[src/rtl/glb_req_arbiter.sv]
// glb_req_arbiter
// Round-robin arbiter that shares the single GLB processor-side port among
// NUM_REQ test-app requesters. One requester owns the port for a burst of
// 64-bit word beats; each accepted beat becomes one registered GLB write or
// read strobe. Read data returns RD_LATENCY cycles after glb_rd_en and is
// tagged back to the requester that issued it.
//
// Ports
//   clk, reset          clock, synchronous active-high reset
//   req_valid/ready     per-requester beat handshake (ready is one-hot or 0)
//   req_wr, req_last    beat direction (1=write) and end-of-burst marker
//   req_addr, req_wdata packed per-requester byte address / write data
//   rsp_valid, rsp_data read return strobe (per requester) and shared data
//   glb_wr_*, glb_rd_*  GLB processor-side write / read port
module glb_req_arbiter #(
  parameter int NUM_REQ         = 4,
  parameter int GLB_ADDR_WIDTH  = 22,
  parameter int BANK_DATA_WIDTH = 64,
  parameter int RD_LATENCY      = 4,
  parameter int MAX_BURST       = 16
) (
  input  logic                                clk,
  input  logic                                reset,
  input  logic [NUM_REQ-1:0]                  req_valid,
  output logic [NUM_REQ-1:0]                  req_ready,
  input  logic [NUM_REQ-1:0]                  req_wr,
  input  logic [NUM_REQ-1:0]                  req_last,
  input  logic [NUM_REQ*GLB_ADDR_WIDTH-1:0]   req_addr,
  input  logic [NUM_REQ*BANK_DATA_WIDTH-1:0]  req_wdata,
  output logic [NUM_REQ-1:0]                  rsp_valid,
  output logic [BANK_DATA_WIDTH-1:0]          rsp_data,
  output logic                                glb_wr_en,
  output logic [GLB_ADDR_WIDTH-1:0]           glb_wr_addr,
  output logic [BANK_DATA_WIDTH-1:0]          glb_wr_data,
  output logic                                glb_rd_en,
  output logic [GLB_ADDR_WIDTH-1:0]           glb_rd_addr,
  input  logic [BANK_DATA_WIDTH-1:0]          glb_rd_data
);

  localparam int IDW  = (NUM_REQ > 1) ? $clog2(NUM_REQ) : 1;
  localparam int CNTW = $clog2(MAX_BURST + 1);

  localparam logic [0:0] S_IDLE  = 1'b0;
  localparam logic [0:0] S_BURST = 1'b1;

  logic [0:0]      state_q, state_d;
  logic [IDW-1:0]  owner_q, owner_d;
  logic [IDW-1:0]  last_q, last_d;
  logic [CNTW-1:0] cnt_q, cnt_d;

  logic                       wr_en_q, rd_en_q;
  logic [GLB_ADDR_WIDTH-1:0]  wr_addr_q, rd_addr_q;
  logic [BANK_DATA_WIDTH-1:0] wr_data_q;

  // Read-tag pipeline: stage 0 lines up with glb_rd_en, stage RD_LATENCY
  // lines up with the returning glb_rd_data.
  logic [RD_LATENCY:0]          rd_vld_q;
  logic [RD_LATENCY:0][IDW-1:0] rd_id_q;

  // Per-requester word-aligned address and write data.
  logic [GLB_ADDR_WIDTH-1:0]  addr_al [NUM_REQ];
  logic [BANK_DATA_WIDTH-1:0] wdata_arr [NUM_REQ];
  logic [NUM_REQ*3-1:0]       unused_addr_lo;

  for (genvar g = 0; g < NUM_REQ; g++) begin : g_unpack
    assign addr_al[g]   = {req_addr[g*GLB_ADDR_WIDTH+3 +: GLB_ADDR_WIDTH-3], 3'b000};
    assign wdata_arr[g] = req_wdata[g*BANK_DATA_WIDTH +: BANK_DATA_WIDTH];
    assign unused_addr_lo[g*3 +: 3] = req_addr[g*GLB_ADDR_WIDTH +: 3];
  end

  // Round-robin search starting one past the previous owner, with wrap.
  logic           win_found;
  logic [IDW-1:0] win_id;
  int             cand;

  always_comb begin
    win_found = 1'b0;
    win_id    = '0;
    cand      = 0;
    for (int k = 1; k <= NUM_REQ; k++) begin
      cand = (int'(last_q) + k) % NUM_REQ;
      if (!win_found && req_valid[IDW'(cand)]) begin
        win_found = 1'b1;
        win_id    = IDW'(cand);
      end
    end
  end

  logic            hs, own_wr, burst_end;
  logic [CNTW-1:0] cnt_nxt;

  assign hs        = (state_q == S_BURST) & req_valid[owner_q];
  assign own_wr    = req_wr[owner_q];
  assign cnt_nxt   = cnt_q + CNTW'(1);
  // Forced release on the beat that brings the count to MAX_BURST.
  assign burst_end = hs & (req_last[owner_q] | (cnt_nxt == CNTW'(MAX_BURST)));

  always_comb begin
    state_d = state_q;
    owner_d = owner_q;
    last_d  = last_q;
    cnt_d   = cnt_q;
    case (state_q)
      S_IDLE: begin
        if (win_found) begin
          owner_d = win_id;
          cnt_d   = '0;
          state_d = S_BURST;
        end
      end
      default: begin
        if (hs) begin
          cnt_d = cnt_nxt;
          if (burst_end) begin
            last_d  = owner_q;
            state_d = S_IDLE;
          end
        end
      end
    endcase
  end

  always_comb begin
    req_ready = '0;
    if (state_q == S_BURST) req_ready[owner_q] = 1'b1;
  end

  always_ff @(posedge clk) begin
    if (reset) begin
      state_q   <= S_IDLE;
      owner_q   <= '0;
      last_q    <= IDW'(NUM_REQ - 1);
      cnt_q     <= '0;
      wr_en_q   <= 1'b0;
      rd_en_q   <= 1'b0;
      wr_addr_q <= '0;
      rd_addr_q <= '0;
      wr_data_q <= '0;
      rd_vld_q  <= '0;
      rd_id_q   <= '0;
    end else begin
      state_q   <= state_d;
      owner_q   <= owner_d;
      last_q    <= last_d;
      cnt_q     <= cnt_d;
      wr_en_q   <= hs & own_wr;
      rd_en_q   <= hs & ~own_wr;
      wr_addr_q <= (hs & own_wr)  ? addr_al[owner_q]   : '0;
      wr_data_q <= (hs & own_wr)  ? wdata_arr[owner_q] : '0;
      rd_addr_q <= (hs & ~own_wr) ? addr_al[owner_q]   : '0;
      rd_vld_q  <= {rd_vld_q[RD_LATENCY-1:0], hs & ~own_wr};
      rd_id_q   <= {rd_id_q[RD_LATENCY-1:0], owner_q};
    end
  end

  assign glb_wr_en   = wr_en_q;
  assign glb_rd_en   = rd_en_q;
  assign glb_wr_addr = wr_addr_q;
  assign glb_wr_data = wr_data_q;
  assign glb_rd_addr = rd_addr_q;

  always_comb begin
    rsp_valid = '0;
    if (rd_vld_q[RD_LATENCY]) rsp_valid[rd_id_q[RD_LATENCY]] = 1'b1;
  end

  // Data is gated so the output reads zero whenever no response is due.
  assign rsp_data = rd_vld_q[RD_LATENCY] ? glb_rd_data : '0;

endmodule

[config.mk]
export PLATFORM = sky130hd
export DESIGN_NAME = glb_req_arbiter
export DESIGN_NICKNAME = d
export VERILOG_FILES = /design/src/rtl/glb_req_arbiter.sv
export SDC_FILE = /design/constraint.sdc
export NUM_CORES = 1
export LEC_CHECK = 0
export BUFFER_PORTS_ARGS = -buffer_cell sky130_fd_sc_hd__buf_2
export CORE_AREA = 5 5 229 231
export CTS_CLUSTER_DIAMETER = 80
export CTS_CLUSTER_SIZE = 8
export DETAILED_ROUTE_END_ITERATION = 7
export DIE_AREA = 0 0 234 236
export GPL_ROUTABILITY_DRIVEN = 0
export PLACE_DENSITY = 0.44
export SLEW_MARGIN = 40
export SYNTH_ARGS = -nofsm -noshare
export SYNTH_HDL_FRONTEND = slang
export SYNTH_SLANG_ARGS = --single-unit
[constraint.sdc]
create_clock -name clk -period 2.3 [get_ports clk]
set_clock_uncertainty 0.05 [all_clocks]
set_input_delay 0.345 -clock clk [delete_from_list [all_inputs] [get_ports clk]]
set_output_delay 0.345 -clock clk [all_outputs]
set_load 0.02 [all_outputs]
# == Word-level counts from Yosys, hierarchy flattened ==
# Cells that the tools add are included.
# classes
add_sub_neg,5
order_cmp,9
n_eq_ne,2
muxes,46
n_bitwise,10
reduce_logical,14
# op_table
operator,n
$mux 64,3
$bmux 64 s2,1
$bmux 22 s2,1
$mux 22,2
$mux 1,21
$lt 2x4->1 const B,4
$mux 5,3
$bmux 1 s2,7
$mux 2,4
$mux 4,2
$lt 2x3->1 const B,2
$add 5x1->5 const B,1
$eq 5x5->1 const B,1
$logic_and 1x1->1,5
$add 2x1->2 const B,2
$add 2x2->2 const B,2
$and 1x1->1,4
$demux 1 s2,2
$ge 2x1->1 const B,2
$not 1->1,4
$reduce_and 2->1,2
$reduce_or 2->1,2
$ge 3x3->1 const B,1
$logic_not 1->1,3
5 further kinds,5
# totals
register_bits,135
in_bits,422
output_inout_bits,182
wordCells,101

# == Logic depth before layout (Yosys ltp) ==
# logic_depth
word_depth,16
depth_mapped,6

# == Least setup slack after synthesis ==
# OpenSTA, ideal clock, no wires.
# synth_path
path_type,reg2reg
from,register owner_q[0]
to,register wr_data_q[0] (netlist: glb_wr_data[0])
setup_time_ns,0.115
t_arrival_ns,1.531
path_slack_ns,0.603
path_stages_with_launch,5
period_less_slack_ns,1.697
cell_sequence,dfxtp_1 -> buf_2 -> buf_2 -> mux4_2 -> and3_1
# synth_between
elab_chain_len,6
elab_cells_between_ends,12
classes_between,7 x mux; 4 x bitwise; 1 x reduce/logical
# synth_rtl
item,line,source
from (decl),47,"logic [IDW-1:0] owner_q, owner_d;"
from (signal assigned),143,owner_q <= owner_d;
$bmux 1 s2,92,assign hs = (state_q == S_BURST) & req_valid[owner_q];
$mux 1 (implied by the code),92,
$and 1x1->1,92,
$and 1x1->1,149,wr_data_q <= (hs & own_wr) ? wdata_arr[owner_q] : '0;
$not 1->1 (no line),n/a,
$reduce_or 2->1 (no line),n/a,
to (signal assigned),149,
to (decl),53,logic [BANK_DATA_WIDTH-1:0] wr_data_q;
# Parallel ways exist; a longest one is shown, timed or not. The select of a mux whose other input is x is not followed.
# A chain may end at the register's enable or synchronous reset.

# == Final worst setup path ==
# layout_path
from,register owner_q[0]
to,register wr_data_q[10] (netlist: glb_wr_data[10])
# Same word-level chain as after synthesis.

==> out/qor.csv <==
stage,metric,value,unit
drt,drt total wl,30000,um
synthesis,register area share after synthesis,0.407,
pwr,LEAKAGE,5.33,nW
synthesis,Synth Cell Area,6290,um2
grt,most used routing layer,met2,
synthesis,yosys warns,0,
die,placement row count,82,
drt,WL/cell,16.7,um
timing,Max transition margin,0.635,
critical_path,CP endpoint kind,flip-flop,
cts,CTS root buf,clkbuf_16,
critical_path,data required time of the worst path,2.61,ns
cts,CTS sink cnt,128,
pwr,switching share of total power,0.279,
timing,Worst-Margin Slew,0.542,ns
critical_path,slowest CP cell,mux4_2,
timing,RSZ-0062 raised after global routing,false,
drt,total iterations of the first detailed-routing run,4,
critical_path,CP peak stage delay,0.53,ns
cts,insertion delay to the later sink of the worst-skew pair,0.46,ns
cts,Clock Pin Slew Worst Setup and Hold Paths,0.06,ns
die,IO Count,604,
die,Initial Util,0.126,
place,port buffer count,585,
synthesis,"EDFF count, synth",0,
timing,Fin. Hold Viols,0,
die,Die Span X,234,um
grt,M2 GR Usage,0.187,
pwr,maximum vdd drop,0.000440,V
synthesis,"Primary FF master, synth",dfxtp_1,
timing,hold_ws,0.199,ns
final_layout,Synth-to-Final Area Change,68.3,%
synthesis,Synth Register Bits,128,
hold_path,Hold Path Class,input port to flip-flop,
final_layout,final instance area,10600,um2
pwr,sw power,1.83,mW
grt,vias in the first global route,7219,
pwr,Internal Power,4.75,mW
drt,"antenna viol nets, final",0,
grt,antenna violations before repair,4,
final_layout,Layout Nets,1530,
drt,DR vias,6704,
timing,Final min period,1.99,ns
grt,met1 usage,0.100,
place,Post-DP HPWL,25100,um
place,DP Area,9970,um2
grt,GR Util met3,0.0410,
cts,Hold Buf Count CTS,0,
pwr,Gate power share,0.208,
cts,H-Tree Depth,4,
drt,routed vias/inst,3.74,
timing,setup TNS,0,ns
cts,Clock Tree Buf Depth,2,
pwr,Reg power frac,0.354,
drt,# DRC,0,
run,# Max-Cap Violations,0,
cts,CTS tree,built,
synthesis,fraction of registers with async set/reset,0,
synthesis,Post-Synthesis Cells,543,
timing,fin. max-slew vios,0,
timing,Highest Clock Rate,502,MHz
pwr,pwr dens,622,nW/um2
timing,fin crit share,0.867,
die,Core ar.,49900,um2
drt,initial drt markers,219,
die,die height,236,um
pwr,clock network power share,0.438,
timing,final setup fails,0,
die,die area,55200,um2
synthesis,post-synth cell types,36,
final_layout,share of post-route cells with drive strength above 1,0.642,
cts,total CTS buffers,17,
run_status,outcome,"complete, no violations",
grt,first-pass GRT wire length,42300,um
synthesis,"Avg Cell Area, Syn",11.6,um2
critical_path,CP Launch Type,flip-flop,
grt,largest net degree at the start of global routing,66,
grt,remaining global-route overflow,0,
critical_path,CP cell instances,mux4_2 > nand3b_1 > clkinv_1 > buf_12 > and3_1,
critical_path,Worst Path Max Fanout,65,
critical_path,worst path arrival time,2.30,ns
grt,gr usage total,0.103,
critical_path,critical path class,flip-flop to flip-flop,
-- synth_stat cells (4+ instances only) --
library cell    n  area share
buf_2          15       0.012
clkbuf_1       28       0.017
buf_1           4      0.0024
buf_4           8      0.0095
and3_1         66       0.066
dfxtp_1       128        0.41
o21ai_0         4      0.0032
nor2b_1        14       0.014
nand2_1        29       0.017
nor2_1         49       0.029
mux4_2         86        0.31
inv_1           5      0.0030
a21oi_1         7      0.0056
and2_1         65       0.065
-- power by group through the flow --
stage          registers, mW  clock network [mW]  logic [mW]
3_3_place_gp            2.38                   0        1.39
5_1_grt                 2.34                3.12        1.49
6_report                2.33                2.89        1.37
3_5_place_dp            2.38                   0        1.40
2_1_floorplan           2.45                   0       0.718
4_1_cts                 2.33                3.02        1.40
-- cell type report --
class / count / area [um2]
sequential: 128 / 2570
multi-input combinational: 358 / 3460
inverter: 5 / 18.8
clock buffer: 17 / 425
clock inverter: 15 / 195
tap: 672 / 841
fill: 5501 / 39300
antenna: 1 / 2.50
timing repair buffer: 597 / 3080
-- per-layer routing --
| metal | part of all wire | wire, um |
|---|---|---|
| met5 | 0.00080 | 24 |
| met2 | 0.51 | 15200 |
| met4 | 0.039 | 1170 |
| met1 | 0.34 | 10300 |
| met3 | 0.11 | 3260 |
-- cell usage in the layout (no fill, tap or decap), types with 2 or more instances in the layout --
master      Yosys  routed
clkinvlp_4      0       2
clkinv_4        0       4
or3b_1          2       2
dfxtp_4         0       2
dfxtp_1       128     125
nand2_1        29      29
buf_12          0       5
o21ai_0         4       4
bufinv_16       0       3
and3_1         66      66
conb_1          1       6
mux4_2         86      85
buf_2          15     585
a31oi_1         3       3
nand3b_1        3       3
and2_1         65      65
nor2b_1        14      14
nor2_1         49      49
inv_6           0       5
nor3b_1         2       2
nand3_1         2       2
buf_4           8       7
a21oi_1         7       7
nand4_1         2       2
inv_1           5       4
nor3_1          2       2
nor4_1          2       2
clkbuf_16       0      17
mux2i_1         3       3
-- registers in the layout, indices dropped and copies added (netlist names) --
| register | cells |
|---|---|
| cnt_q | 5 |
| glb_rd_addr | 19 |
| glb_wr_addr | 19 |
| glb_wr_data | 64 |
| glb_wr_en | 1 |
| last_q | 2 |
| owner_q | 2 |
| rd_id_q | 10 |
| rd_vld_q | 5 |
| state_q | 1 |
-- through the flow --
step                setup WS, ns  power (mW)  instances  utilization
finish                     0.306        6.59       1793        0.212
detailed placement         0.249        3.78       1760        0.200
global route               0.191        6.95       1792        0.212
global placement           0.286        3.77       1760        0.200
floorplan                  0.603        3.17        548            -
CTS                       0.0692        6.76       1792        0.212
-- critical path, delay by kind of cell (launching register included) --
family	cells	cell delay (ns)
multiplexers	1	0.53
AND/OR/NAND/NOR	2	0.47
flip-flops	1	0.39
buffers and inverters	2	0.35
-- repair_timing --
item | in CTS | in global routing
endpoints found under the setup margin | 0 | 1
setup buffers | 0 | 0
resized for setup | 0 | 1
-- kinds of logic after synthesis --
kind of cell,Yosys count,synth area share
compound gates,19,0.0175
buf+inv,62,0.0471
simple gates,243,0.213
flops,128,0.407
mux,89,0.312
other cells,1,0.000596
fa+ha+maj,1,0.00199
-- worst paths after layout --
kind | start | depth (start not counted) | end | slack [ns]
worst max register to register | owner_q[0]$_SDFFE_PP0P_ | 5 | glb_wr_data[10]$_SDFF_PP0_ | 0.31
worst max-delay path | owner_q[0]$_SDFFE_PP0P_ | 5 | glb_wr_data[10]$_SDFF_PP0_ | 0.31
worst min-delay path | req_valid[2] | 3 | owner_q[1]$_SDFFE_PP0P_ | 0.20
worst min register to register | rd_id_q[1]$_SDFF_PP0_ | 1 | rd_id_q[3]$_SDFF_PP0_ | 0.38
Note: power is estimated with default switching activity, not from simulation.
